$ cat src/rtl/a2d_req_arbiter.sv
// a2d_req_arbiter
// Round-robin arbiter that shares the single A2D_intf converter among NUM_REQ
// requesters. It issues strt_cnv/chnnl for the winner, captures res on cnv_cmplt
// and hands the result back with a one-cycle done pulse.
// Optional watchdog: define A2D_ARB_TIMEOUT_EN to abort a conversion that sees no
// cnv_cmplt within TIMEOUT_CYC cycles of WAIT (done with err=1, res_out all ones).
//
// state | meaning
// ------+-------------------------------------------------------------
// IDLE  | no grant; arbitrate over req, winner latched on exit
// ISSUE | grant and channel presented, strt_cnv high for this cycle
// WAIT  | conversion in progress, waiting for cnv_cmplt (or watchdog)
// DONE  | result valid, done pulsed to the winner, pointer advanced
module a2d_req_arbiter #(
    parameter int NUM_REQ     = 4,
    parameter int CH_W        = 3,
    parameter int RES_W       = 12,
    parameter int TIMEOUT_CYC = 4096
) (
    input  logic                    clk,
    input  logic                    rst,
    input  logic [NUM_REQ-1:0]      req,
    input  logic [NUM_REQ*CH_W-1:0] req_chnnl,
    output logic [NUM_REQ-1:0]      gnt,
    output logic [NUM_REQ-1:0]      done,
    output logic [RES_W-1:0]        res_out,
    output logic                    err,
    output logic                    strt_cnv,
    output logic [CH_W-1:0]         chnnl,
    input  logic                    cnv_cmplt,
    input  logic [RES_W-1:0]        res
);
    localparam int IDX_W = $clog2(NUM_REQ);

    if (NUM_REQ < 2 || NUM_REQ > 8 || TIMEOUT_CYC < 2) begin : g_bad_params
        $error("a2d_req_arbiter: parameter out of range");
    end

    typedef enum logic [1:0] {IDLE, ISSUE, WAIT, DONE} state_t;

    state_t             state, state_nxt;
    logic [IDX_W-1:0]   ptr, ptr_nxt;
    logic [IDX_W-1:0]   idx, idx_nxt;
    logic [NUM_REQ-1:0] gnt_nxt, done_nxt;
    logic [RES_W-1:0]   res_out_nxt;
    logic               strt_cnv_nxt;
    logic [CH_W-1:0]    chnnl_nxt;
    logic [IDX_W:0]     pick;
    logic               win_vld;
    logic [IDX_W-1:0]   win_idx;
    logic [CH_W-1:0]    ch_sel;

    // Scan from farthest to nearest so the requester right after p ends up winning;
    // p itself is visited first and therefore has the lowest priority.
    function automatic logic [IDX_W:0] rr_pick(input logic [NUM_REQ-1:0] r,
                                               input logic [IDX_W-1:0]   p);
        logic [IDX_W:0] sel;
        int             j;
        sel = '0;
        for (int k = NUM_REQ; k >= 1; k--) begin
            j = (int'(p) + k) % NUM_REQ;
            if (r[IDX_W'(j)]) sel = {1'b1, IDX_W'(j)};
        end
        return sel;
    endfunction

    assign pick    = rr_pick(req, ptr);
    assign win_vld = pick[IDX_W];
    assign win_idx = pick[IDX_W-1:0];

    // Channel of the current winner.
    always_comb begin
        ch_sel = '0;
        for (int i = 0; i < NUM_REQ; i++) begin
            if (win_idx == IDX_W'(i)) ch_sel = req_chnnl[i*CH_W +: CH_W];
        end
    end

`ifdef A2D_ARB_TIMEOUT_EN
    localparam int TMR_W = $clog2(TIMEOUT_CYC);
    logic [TMR_W-1:0] tmr;
    logic             err_nxt;

    // Watchdog down-counter: loaded during ISSUE, counts down through WAIT; zero means expired.
    always_ff @(posedge clk or posedge rst) begin
        if (rst) tmr <= '0;
        else if (state == ISSUE) tmr <= TMR_W'(TIMEOUT_CYC - 1);
        else if (state == WAIT && tmr != '0) tmr <= tmr - TMR_W'(1);
    end

    // Abort flag, registered alongside done.
    always_ff @(posedge clk or posedge rst) begin
        if (rst) err <= 1'b0;
        else     err <= err_nxt;
    end
`else
    assign err = 1'b0;
`endif

    // Next-state and next-output logic; every output is registered below.
    always_comb begin
        state_nxt    = state;
        ptr_nxt      = ptr;
        idx_nxt      = idx;
        gnt_nxt      = gnt;
        done_nxt     = '0;
        strt_cnv_nxt = 1'b0;
        chnnl_nxt    = chnnl;
        res_out_nxt  = res_out;
`ifdef A2D_ARB_TIMEOUT_EN
        err_nxt      = 1'b0;
`endif
        case (state)
            IDLE: begin
                if (win_vld) begin
                    idx_nxt      = win_idx;
                    gnt_nxt      = NUM_REQ'(1) << win_idx;
                    chnnl_nxt    = ch_sel;
                    strt_cnv_nxt = 1'b1;
                    state_nxt    = ISSUE;
                end
            end
            ISSUE: state_nxt = WAIT;
            WAIT: begin
                if (cnv_cmplt) begin
                    res_out_nxt = res;
                    done_nxt    = gnt;
                    state_nxt   = DONE;
                end
`ifdef A2D_ARB_TIMEOUT_EN
                else if (tmr == '0) begin
                    res_out_nxt = '1;
                    done_nxt    = gnt;
                    err_nxt     = 1'b1;
                    state_nxt   = DONE;
                end
`endif
            end
            DONE: begin
                ptr_nxt   = idx;
                gnt_nxt   = '0;
                state_nxt = IDLE;
            end
            default: state_nxt = IDLE;
        endcase
    end

    // State and output registers.
    always_ff @(posedge clk or posedge rst) begin
        if (rst) begin
            state    <= IDLE;
            ptr      <= IDX_W'(NUM_REQ - 1);
            idx      <= '0;
            gnt      <= '0;
            done     <= '0;
            strt_cnv <= 1'b0;
            chnnl    <= '0;
            res_out  <= '0;
        end else begin
            state    <= state_nxt;
            ptr      <= ptr_nxt;
            idx      <= idx_nxt;
            gnt      <= gnt_nxt;
            done     <= done_nxt;
            strt_cnv <= strt_cnv_nxt;
            chnnl    <= chnnl_nxt;
            res_out  <= res_out_nxt;
        end
    end

endmodule

$ cat config.mk
export PLATFORM = sky130hd
export DESIGN_NAME = a2d_req_arbiter
export DESIGN_NICKNAME = d
export VERILOG_FILES = /design/src/rtl/a2d_req_arbiter.sv
export SDC_FILE = /design/constraint.sdc
export NUM_CORES = 1
export LEC_CHECK = 0
export ABC_CLOCK_PERIOD_IN_PS = 1450
export CORE_AREA = 5 5 67 69
export CTS_CLUSTER_DIAMETER = 60
export DETAILED_ROUTE_END_ITERATION = 6
export DIE_AREA = 0 0 72 74
export GPL_TIMING_DRIVEN = 0
export PLACE_DENSITY = 0.74
export SYNTH_ARGS = -nofsm -noshare
export SYNTH_HDL_FRONTEND = slang
export SYNTH_SLANG_ARGS = --single-unit
export TNS_END_PERCENT = 10
$ cat constraint.sdc
create_clock -name clk -period 1.45 [get_ports clk]
set_input_delay 0.2175 -clock clk [delete_from_list [all_inputs] [get_ports clk]]
set_output_delay 0.2175 -clock clk [all_outputs]
set_load 0.005 [all_outputs]
==> impl_metrics.xml <==
<?xml version="1.0" encoding="UTF-8"?>
<metrics>
  <group name="drt">
    <metric name="route.detailed.drc" unit="">0</metric>
    <metric name="drt_iter0_drc" unit="">62</metric>
    <metric name="route.vias.total" unit="">1164</metric>
    <metric name="wl" unit="um">3404</metric>
    <metric name="drt.antenna.violating_nets" unit="">0</metric>
    <metric name="route.detailed.wl_per_inst" unit="um">14.86</metric>
    <metric name="dr.pass1.iters" unit="">4</metric>
    <metric name="route.detailed.vias_per_inst" unit="">5.083</metric>
  </group>
  <group name="yosys">
    <metric name="yosys.cell_count.top_type" unit="">dfrtp_1</metric>
    <metric name="synth_nets" unit="">153</metric>
    <metric name="synth_cells" unit="">118</metric>
    <metric name="yosysTopAreaCellShare" unit="">0.4912</metric>
    <metric name="synth_area_per_cell" unit="um^2">12.09</metric>
    <metric name="async_flop_share" unit="">1.000</metric>
    <metric name="postSynth.topFlopCell" unit="">dfrtp_1</metric>
    <metric name="synth-warning-count" unit="">0</metric>
    <metric name="ys_top_cells_by_area" unit="">dfrtp_1, mux2_1, dfstp_2</metric>
    <metric name="synth.lib_cells_used.distinct" unit="">36</metric>
    <metric name="seq_area_frac_synth" unit="">0.5281</metric>
    <metric name="postSynthRegisterBits" unit="">30</metric>
    <metric name="synth_edf_count" unit="">0</metric>
    <metric name="mappedNetlistArea" unit="mm^2">0.001426</metric>
    <metric name="post_synth_most_frequent_cells" unit="">dfrtp_1, mux2_1, nand2_1, o31ai_1</metric>
    <metric name="netlist.top_cell.by_area" unit="">dfrtp_1</metric>
  </group>
  <group name="clock_tree">
    <metric name="cts.htree.levels" unit="">2</metric>
    <metric name="cts_inserted_buffers" unit="">5</metric>
    <metric name="clock_sinks" unit="">30</metric>
    <metric name="tritoncts_clock_tree" unit="">yes</metric>
    <metric name="hold_buf_count_cts" unit="">0</metric>
    <metric name="cts.clk_slew.worst_paths" unit="ns">0.06</metric>
    <metric name="clockRootBuffer" unit="">clkbuf_8</metric>
    <metric name="cts.path.max_buffers" unit="">2</metric>
    <metric name="worst_skew_pair.late_latency" unit="ns">0.28</metric>
  </group>
  <group name="placement">
    <metric name="gpl.final_weighted_congestion" unit="">0.8257</metric>
    <metric name="place_ws" unit="ns">-0.5059</metric>
    <metric name="dp_hpwl" unit="um">2657</metric>
    <metric name="placed_cells" unit="">222</metric>
    <metric name="io_buffer_count" unit="">54</metric>
  </group>
  <group name="final_layout">
    <metric name="final_util" unit="">0.5685</metric>
    <metric name="fillCellCount" unit="">342</metric>
    <metric name="antenna-diode-count" unit="">0</metric>
    <metric name="nNetsFinal" unit="">215</metric>
    <metric name="drive_above_1_share" unit="">0.1788</metric>
    <metric name="area_of_combinational_cells_with_multiple_inputs" unit="um^2">701.9</metric>
    <metric name="fin_cells" unit="">229</metric>
    <metric name="regArea" unit="um^2">753.2</metric>
    <metric name="area_delta_synth_final" unit="%">53.68</metric>
  </group>
  <group name="power_and_ir_drop">
    <metric name="power" unit="uW">3996</metric>
    <metric name="share_comb_of_total_power" unit="">0.474</metric>
    <metric name="total_internal_power" unit="uW">2680</metric>
    <metric name="irDropWorstVdd" unit="V">0.0007000</metric>
    <metric name="pwr-share-seq" unit="">0.364</metric>
    <metric name="leakagePower" unit="uW">0.0009486</metric>
    <metric name="netSwitchingFraction" unit="">0.3294</metric>
    <metric name="power.clock.fraction" unit="">0.162</metric>
    <metric name="switchingPower" unit="uW">1317</metric>
    <metric name="power_density_cells" unit="mW/mm^2">1823</metric>
  </group>
  <group name="floorplan">
    <metric name="fp-row-count" unit="">23</metric>
    <metric name="dieWidth" unit="um">72</metric>
    <metric name="die_h" unit="um">74</metric>
    <metric name="io_pins" unit="">56</metric>
    <metric name="core" unit="mm^2">0.003856</metric>
    <metric name="initial_utilization" unit="">0.3699</metric>
    <metric name="floorplan.die_area" unit="mm^2">0.005328</metric>
  </group>
  <group name="outcome">
    <metric name="violations" unit="">setup timing</metric>
    <metric name="run_status" unit="">complete, but fails checks</metric>
  </group>
  <group name="timing">
    <metric name="max_freq" unit="GHz">0.6426</metric>
    <metric name="setup_viol" unit="">6</metric>
    <metric name="slew_viol_final" unit="">0</metric>
    <metric name="timing.final.hold_violations" unit="">0</metric>
    <metric name="finalHoldWorstSlack" unit="ns">0.3708</metric>
    <metric name="unrepaired_setup_endpoints_after_global_routing" unit="">yes</metric>
    <metric name="max_slew_margin" unit="">0.5881</metric>
    <metric name="setup_ws" unit="ns">-0.1062</metric>
    <metric name="post-route-min-period" unit="ns">1.556</metric>
    <metric name="post-route-period-util" unit="">1.073</metric>
    <metric name="worstMarginPinSlew" unit="ns">0.6165</metric>
    <metric name="worst_clock_skew" unit="ns">0.006992</metric>
  </group>
  <group name="grt">
    <metric name="grt_antenna_before_repair" unit="">0</metric>
    <metric name="wire_length_of_the_first_global_routing_pass" unit="um">5561</metric>
    <metric name="first_global_vias" unit="">1291</metric>
    <metric name="globalRouteTotalUtil" unit="">0.1358</metric>
    <metric name="globalRoute.totalOverflow" unit="">0</metric>
    <metric name="largest_net_degree_at_the_start_of_global_routing" unit="">31</metric>
  </group>
  <group name="critical_path">
    <metric name="worst_r2r_endpoint" unit="">chnnl[2]</metric>
    <metric name="setup.worst_path.start" unit="">ptr[0]</metric>
    <metric name="reg2regPathDepth" unit="">5</metric>
    <metric name="crit_arrival" unit="ns">1.76</metric>
    <metric name="reg2reg_from" unit="">ptr[0]</metric>
    <metric name="regToRegSetupSlack" unit="ns">-0.11</metric>
    <metric name="timing.critical_path.fanout_max" unit="">3</metric>
    <metric name="worstPathRequired" unit="ns">1.65</metric>
    <metric name="critPathKind" unit="">reg -&gt; reg</metric>
    <metric name="crit_path_end" unit="">chnnl[2]</metric>
    <metric name="crit_path_start_kind" unit="">register</metric>
    <metric name="crit_path_end_kind" unit="">register</metric>
  </group>
  <group name="run">
    <metric name="max-cap-violations" unit="">0</metric>
  </group>
  <group name="min_path">
    <metric name="timing.hold.worst.class" unit="">in -&gt; async</metric>
  </group>
</metrics>
-- per-layer routing --
metal | vias to the layer above | track usage | part of all wire
met3 | 6 | 0.05405 | 0.091
li1 | 547 | - | -
met5 | - | 0 | 0
met4 | 0 | 0.05428 | 0.012
met1 | 560 | 0.1394 | 0.38
met2 | 51 | 0.2480 | 0.51
-- kinds of logic after synthesis --
kind of cell             count (synthesis)  synth area share
AND/OR/NAND/NOR                         32            0.1254
adder cells (fa/ha/maj)                  4           0.03509
flip-flops                              30            0.5281
buffers and inverters                    8           0.02544
multiplexers                            17            0.1316
AO/OA/AOI/OAI                           26            0.1518
other                                    1          0.002629
-- flip-flops by register name (all words and copies together) (netlist names) --
register  cells
done          4
state         2
res_out      12
strt_cnv      1
idx           2
chnnl         3
gnt           4
ptr           2
-- critical path: stages, from the launching register on --
cell and delay [ns]:
dfstp_2 0.57, nor2b_4 0.05, or3b_4 0.41, a21oi_4 0.15, a21bo_1 0.23, o211ai_2 0.07
-- power by group through the flow --
stage	combinational [uW]	sequential, uW	clock (uW)
floorplan	906	1450	0
global placement	1710	1430	0
detailed placement	1770	1450	0
CTS	1810	1450	664
global route	2060	1500	691
finish	1900	1450	646
-- cells in the final DEF (no fill, tap or decap), drive strengths merged, types with 2 or more instances in the layout --
| master | synthesis | layout |
|---|---|---|
| buf | 3 | 4 |
| nand4 | 3 | 3 |
| o21a | 2 | 2 |
| a21oi | 3 | 3 |
| clkbuf | 0 | 6 |
| nand3 | 2 | 2 |
| a21bo | 3 | 3 |
| mux2i | 3 | 3 |
| dlygate4sd2 | 0 | 4 |
| nor2b | 2 | 2 |
| o211ai | 3 | 3 |
| nor2 | 3 | 3 |
| nand2 | 11 | 11 |
| dfstp | 2 | 2 |
| o31ai | 5 | 5 |
| nand2b | 3 | 3 |
| ha | 4 | 4 |
| dfrtp | 28 | 28 |
| mux2 | 14 | 14 |
| clkdlybuf4s50 | 0 | 50 |
| o21ai | 4 | 4 |
| and3 | 4 | 4 |
| a32o | 2 | 2 |
| inv | 5 | 4 |
-- metrics by stage --
stage               setup TNS (ns)  cell area, um^2
floorplan               -0.0004587             1431
global route               -0.9044             2192
detailed placement          -10.25             2034
CTS                         -1.341             2133
finish                     -0.4319             2192
global placement            -7.698             2034
-- area by class of cell --
cell class / instances / area share
repair buffers: 55 / 0.2477
well taps: 50 / 0.02854
inverters: 5 / 0.01027
flip-flops and latches: 30 / 0.3436
clock buffers: 6 / 0.03767
plain buffers: 3 / 0.01199
multi-input cells: 80 / 0.3202
-- how the worst min path moves through the flow --
stage	startpoint	end	slack, ns	cells after the start
after floorplan	rst	chnnl[0]	0.31	1
after global placement	idx[1]	idx[1]	0.46	2
after detailed placement	idx[1]	idx[1]	0.47	2
after CTS	idx[1]	idx[1]	0.48	2
after global routing	rst	gnt[1]	0.46	2
final	rst	res_out[9]	0.37	2
-- what timing repair did --
item / 4_1_cts / 5_1_grt
setup endpoints to repair: 19 / 46
buffers inserted: 0 / 1
gates resized for setup: 9 / 12
pin swaps: 1 / 2
No activity file was read; power rests on OpenSTA's default activity.
